<file path="config.mk">
export PLATFORM = sky130hd
export DESIGN_NAME = mult_arbiter
export DESIGN_NICKNAME = d
export VERILOG_FILES = /design/src/rtl/mult_arbiter.sv
export SDC_FILE = /design/constraint.sdc
export NUM_CORES = 1
export LEC_CHECK = 0
export CAP_MARGIN = 20
export CORE_MARGIN = 5
export CORE_UTILIZATION = 25
export DETAILED_ROUTE_END_ITERATION = 12
export PLACE_DENSITY = 0.65
export SYNTH_ARGS = -nofsm -noshare
export SYNTH_HDL_FRONTEND = slang
export SYNTH_SLANG_ARGS = --single-unit
</file>
<file path="constraint.sdc">
create_clock -name clk -period 5.32 [get_ports clk]
set_input_delay 1.33 -clock clk [delete_from_list [all_inputs] [get_ports clk]]
set_output_delay 1.33 -clock clk [all_outputs]
set_load 0.05 [all_outputs]
</file>
<file path="src/rtl/mult_arbiter.sv">
// Round-robin arbiter sharing one fixed-latency pipelined multiplier between
// NUM_REQ requesters; tags each grant so the product returns to its owner.
module mult_arbiter #(
  parameter int NUM_REQ = 4,
  parameter int A_WIDTH = 16,
  parameter int B_WIDTH = 16,
  parameter int P_WIDTH = 16,
  parameter int LATENCY = 4
) (
  input  logic                       clk,
  input  logic                       rst,
  input  logic                       en,
  input  logic [NUM_REQ-1:0]         req_valid,
  output logic [NUM_REQ-1:0]         req_ready,
  input  logic [NUM_REQ*A_WIDTH-1:0] req_a,
  input  logic [NUM_REQ*B_WIDTH-1:0] req_b,
  output logic [A_WIDTH-1:0]         mult_a,
  output logic [B_WIDTH-1:0]         mult_b,
  input  logic [P_WIDTH-1:0]         mult_p,
  input  logic                       mult_ovf,
  output logic [NUM_REQ-1:0]         rsp_valid,
  output logic [P_WIDTH-1:0]         rsp_p,
  output logic                       rsp_ovf,
  output logic                       idle
);

  localparam int PTR_W = $clog2(NUM_REQ);
  localparam int DEPTH = LATENCY + 1;

  typedef logic [PTR_W-1:0] idx_t;

  // Handshake: requester i transfers in a cycle where req_valid[i] and
  // req_ready[i] are both high; req_ready never depends on operand data.
  idx_t               ptr;
  idx_t               ptr_next;
  logic               grant_found;
  idx_t               grant_idx;
  logic [PTR_W:0]     cand;
  logic               transfer;
  logic [A_WIDTH-1:0] sel_a;
  logic [B_WIDTH-1:0] sel_b;

  logic [DEPTH-1:0]   tag_valid;
  idx_t               tag_idx [DEPTH];

  // Search from ptr upward with wrap; the first valid requester wins.
  always_comb begin
    grant_found = 1'b0;
    grant_idx   = '0;
    cand        = '0;
    for (int k = 0; k < NUM_REQ; k++) begin
      cand = {1'b0, ptr} + (PTR_W + 1)'(k);
      if (cand >= (PTR_W + 1)'(NUM_REQ)) begin
        cand = cand - (PTR_W + 1)'(NUM_REQ);
      end
      if (!grant_found && req_valid[cand[PTR_W-1:0]]) begin
        grant_found = 1'b1;
        grant_idx   = cand[PTR_W-1:0];
      end
    end
    if (rst || !en) begin
      grant_found = 1'b0;
    end
  end

  always_comb begin
    req_ready = '0;
    if (grant_found) begin
      req_ready[grant_idx] = 1'b1;
    end
  end

  assign transfer = |(req_valid & req_ready);

  always_comb begin
    ptr_next = ptr;
    if (transfer) begin
      ptr_next = (grant_idx == idx_t'(NUM_REQ - 1)) ? '0 : grant_idx + 1'b1;
    end
  end

  always_comb begin
    sel_a = '0;
    sel_b = '0;
    for (int i = 0; i < NUM_REQ; i++) begin
      if (grant_idx == idx_t'(i)) begin
        sel_a = req_a[i*A_WIDTH +: A_WIDTH];
        sel_b = req_b[i*B_WIDTH +: B_WIDTH];
      end
    end
  end

  // Non-transfer cycles feed zeros so the multiplier inputs stay deterministic.
  always_ff @(posedge clk) begin
    if (rst) begin
      ptr    <= '0;
      mult_a <= '0;
      mult_b <= '0;
    end else begin
      ptr    <= ptr_next;
      mult_a <= transfer ? sel_a : '0;
      mult_b <= transfer ? sel_b : '0;
    end
  end

  always_ff @(posedge clk) begin
    if (rst) begin
      tag_valid <= '0;
    end else begin
      tag_valid <= {tag_valid[DEPTH-2:0], transfer};
    end
  end

  // Owner indices are only meaningful alongside their valid bit.
  always_ff @(posedge clk) begin
    tag_idx[0] <= grant_idx;
    for (int k = 1; k < DEPTH; k++) begin
      tag_idx[k] <= tag_idx[k-1];
    end
  end

  always_comb begin
    rsp_valid = '0;
    if (tag_valid[DEPTH-1]) begin
      rsp_valid[tag_idx[DEPTH-1]] = 1'b1;
    end
  end

  assign rsp_p   = mult_p;
  assign rsp_ovf = mult_ovf;
  assign idle    = ~(|tag_valid) & ~transfer;

endmodule
</file>
# After elaboration in Yosys (flattened, before gate mapping)
# Memories as Yosys holds them, arrays and structs flattened.
# Index checks and enable logic that the tools add are counted.
# word_totals
inputBits	152
regBits	39
output_inout_bits	58
mem_count	1
mem_bits_rw	10
word_cells	82
# mem_list
name	depth	width	read_ports	rd_clocked_by_memory_dff	wr	line_no	source
tag_idx	5	2	5	0	5	44	idx_t tag_idx [DEPTH];
# op_classes
mux	36
eq_ne	3
reduce_logical	14
add_sub_neg	8
bitwise	4
n_lt_le_gt_ge	12
# ops
op	count
$mux 16	8
$lt 2x3->1 const B	6
$mux 2	9
$mux 1	11
$ge 3x3->1 const B	3
$bmux 1 s2	4
$mux 4	2
$sub 2x1->2 const B	4
$add 2x2->3 const B	2
$logic_and 1x1->1	5
$reduce_or 5->1	1
$and 4x4->4	1
$demux 1 s2	2
$eq 2x2->1 const B	2
$ge 2x1->1 const B	2
$logic_not 1->1	4
$reduce_or 4->1	1
$add 2x1->3 const B	1
$ge 2x3->1 const B	1
$add 2x1->2 const B	1
$eq 2x1->1 const B	1
$logic_not 2->1	1
$not 1->1	2
$reduce_or 2->1	1
other kinds (2)	2

# Depth between registers and ports, before layout
# depth
ltp_word	23
mapped_depth	11
ltp_nobuf	10

# Least setup slack after synthesis
# Ideal clock, no wire load.
# synth_timing
path_type	input port to output port
startpoint	input req_valid[2]
endpoint	output idle
slack_ns	0.067
arrival_time_ns	3.923
n_path_buf	0
cell_stages	9
t_required_ns	3.990
path_cell_list	mux2i_1 > nor2_1 > nor3_1 > inv_1 > ha_1 > a22o_1 > o211ai_2 > inv_2 > nor3_1
# synth_between
elab_chain_len	21
elab_cells_between_ends	33
cone_classes	order compare: 2; mux: 20; bitwise: 3; reduce/logical: 8
# synth_lines
item	line_no	source
start, declared	13	input logic [NUM_REQ-1:0] req_valid,
$bmux 1 s2	56	if (!grant_found && req_valid[cand[PTR_W-1:0]]) begin
$mux 1 (not written as such)	56	
$mux 1	56	
$logic_not 1->1	56	
$logic_and 1x1->1	56	
$mux 1	56	
$logic_not 1->1	56	
$logic_and 1x1->1	56	
[... 4 more ...]	-	
named net grant_idx[0]	37	idx_t grant_idx;
[... 1 more ...]	-	
$logic_and 1x1->1 (not written as such)	69	req_ready[grant_idx] = 1'b1;
$mux 1 (not written as such)	69	
$demux 1 s2 (*)	69	
$mux 4 (*)	68	if (grant_found) begin
$and 4x4->4 (*)	73	assign transfer = |(req_valid & req_ready);
$reduce_or 4->1 (*)	73	
$not 1->1 (no line) (*)	-	
$and 1x1->1 (*)	131	assign idle = ~(|tag_valid) & ~transfer;
end, declared	24	output logic idle
# The timed path passes the listed nets; every way through them passes the cells marked *. The select of a mux whose other input is x is not followed.

# Final worst setup path
# layout_timing
startpoint	input req_valid[0]
endpoint	output req_ready[0]
# layout_between
elab_chain_len	17
elab_cells_between_ends	29
cone_classes	order compare: 2; mux: 20; reduce/logical: 7
# layout_lines
item	line_no	source
$bmux 1 s2	56	
$mux 1 (not written as such)	56	
$mux 1	56	
$logic_not 1->1	56	
$logic_and 1x1->1	56	
$mux 1	56	
$logic_not 1->1	56	
$logic_and 1x1->1	56	
[... 2 more ...]	-	
$logic_and 1x1->1	56	
$mux 2 (*)	56	
named net grant_idx[1]	37	
$lt 2x3->1 (not written as such) or $ge 2x1->1 (tied branches)	69	
$logic_and 1x1->1 (not written as such)	69	
$mux 1 (not written as such)	69	
$demux 1 s2 (*)	69	
$mux 4 (*)	68	
end, declared	14	output logic [NUM_REQ-1:0] req_ready,
# Marked as above.

==> results.md <==
* Final hold vios at 0
* Detailed-route wire length at 9.16 mm
* RSZ-0062 raised after global routing: no
* Commonest register cell after synthesis: dfxtp_1
* CP max FO at 6
* PortBufs at 175
* Worst VDD drop at 132 uV
* P_int at between 700 and 800 uW
* Core box area at 9730 um^2
* Leak at 0.00174 uW
* Multi-input gate area at 1150 um^2
* Switching Fraction at 0.283
* Worst hold path type: reg -> reg
* Post-synth top area share at 0.396
* DRC viols at 0
* Slew headroom at 0.567
* Top-count cell post-synth: dfxtp_1
* Fmax at 0.198 GHz
* Vias per cell at 4.86
* Final period util at 0.950
* Post-CTS resize count at 0
* Via count at 2,810
* Total track usage at 0.149
* Syn Inst Count at 297
* Synth Register Bits at 49
* Switching pwr at a little under 300 uW
* Antenna diode count at 0
* Syn. warnings at 0
* DP HPWL at 6.89 mm
* Die Width at around 110 um
* Clk_skew at 9.72 ps
* Mapped Area at around 2500 um^2
* Clock latency on the worst-skew pair at 300 ps
* Initial DRC Count at 93
* DRT Pass-1 Iters at 4
* Number of global-route vias before repair at 2,895
* Clock Tree Buf Depth at 2
* Ratio of cells with drive above 1 in the final layout at 0.0562
* Slew Limit Fails at 0
* Register area share after synthesis at 0.396
* Power share of the clock group at 0.296
* Syn-to-layout area delta at 76.7%
* Async set or reset register ratio after synthesis at 0
* WP data arrival at 3720 ps
* CTS tree: yes
* Crit path time final at 5050 ps
* GR Overflow Total at 0
* Number of library cell types mapped by synthesis at 29
* Routed Antenna Nets at 0
* Clk pin slew, worst setup/hold paths at roughly 80 ps
* Endpoint class of the critical path: output pin
* Quantity of hold-fixing buffers added after cts at 0
* Die height at 110 um
* PwrDens at between 200 and 250 nW/um^2
* Largest area contributor in the netlist: dfxtp_1
* Required @ worst endpoint at 3990 ps
* Max Cap Viol at 0
* First-pass GRT wire length at between 10 and 15 mm
* Startpoint types: input port
* Root Buffer: clkbuf_8
* Post-DR wirelength/cell at approximately 16 um
* Post CTS Setup Buffer Count at 0
* Initial Utilization at 0.255
* Syn Nets at 453
* NumNets Final at 600
* FILL cells at about 1,000
* GP Congestion at 0.806
* Most frequent cells after synthesis: dfxtp_1, a21oi_1, nand2_1, inv_1
* Die ar. at 12,000 um^2
* Sink Count at 49
* Avg Inst Size Synth at ~8.3 um^2
* CTS buffer count at 5
* Kind of critical path: in -> out
* Status: finished clean
* Logic pwr share at 0.330
* Largest net degree at the start of global routing at 66
* TNS Setup at 0 ps
* Total power draw at approximately 1100 uW
* Endpoints failing setup at 0
* Ports at 210
* Post-synth EDFFs at 0
* Synth top area cells: dfxtp_1, a211o_1, a221oi_1
* Clock H-tree levels at 2
* Worst-Margin Slew at 650 ps
* Initial antenna violation count at 0
* Rows at 36
* Register area at 981 um^2
* Reg power frac at 0.374
-- metal layers --
layer  vias to the layer above  wire length [um]  global-route usage
li1                       1331                 -                   -
met1                      1292              3290               0.156
met2                       168              4550               0.268
met3                        19              1160              0.0611
met4                         0               161              0.0543
met5                         -                 0                   0
-- cell type report --
type                    instances  area share
well taps                     133      0.0380
inverters                      36      0.0309
flip-flops and latches         49       0.224
multi-input cells             171       0.263
clock inverters                 3      0.0149
clock buffers                   5      0.0157
repair buffers                181       0.414
-- state kept, by name, indices dropped and copies added (netlist names) --
register	count
mult_a	16
mult_b	16
ptr	2
tag_idx	10
tag_valid	5
-- layout by cell type (no fill, tap or decap), types with 2 or more instances in the layout --
cell type        count
a211o_1             31
a21oi_1             37
a221oi_1            31
a22o_1               2
and3_1               5
buf_12               2
buf_4                8
bufinv_16            2
clkbuf_8             5
clkdlybuf4s50_1    171
dfxtp_1             49
ha_1                 2
ha_2                 2
inv_1               35
nand2_1             36
nor2_1               5
nor2b_1              5
nor3_1               2
-- logic make-up (layout without fill, tap and decap cells) --
kind of cell | Yosys count | count (layout) | synth area share
compound gates | 107 | 107 | 0.323
buf+inv | 77 | 225 | 0.146
simple gates | 59 | 59 | 0.111
flops | 49 | 49 | 0.396
fa+ha+maj | 4 | 4 | 0.0202
mux | 1 | 1 | 0.00404
-- worst max-delay path, stage by stage --
cell             delay [ps]
clkdlybuf4s50_1         570
a21oi_1                 100
o21a_1                  180
o22a_1                  240
inv_1                   100
ha_1                    230
and3_1                  170
clkdlybuf4s50_1         800
-- path summary, 6_finish.rpt --
path / start / to / slack, ps / cells past startpoint
worst max-delay path: req_valid[0] / req_ready[0] / 270 / 8
worst min-delay path: tag_idx[0][7] / tag_idx[0][9] / 330 / 0
worst max register to register: ptr[1] / mult_b[15] / 2530 / 11
worst min register to register: tag_idx[0][7] / tag_idx[0][9] / 330 / 0
-- power by group through the flow --
stage	Clock, uW	Combinational [uW]	Sequential, uW
2_1_floorplan	0	182	439
3_3_place_gp	0	345	402
3_5_place_dp	0	350	403
4_1_cts	326	352	395
5_1_grt	337	377	396
6_report	312	348	394
-- per-stage QoR --
step,instance area [um^2],setup slack [ps],hold WS (ps),cells,utilization
after global routing,4380,135,341,578,0.450
after detailed placement,4240,277,312,570,0.436
after global placement,4240,379,310,570,0.436
final,4380,267,332,578,0.450
after floorplan,2480,66.9,310,297,-
after CTS,4380,271,333,578,0.450
Power figures use the tool's default switching activity.
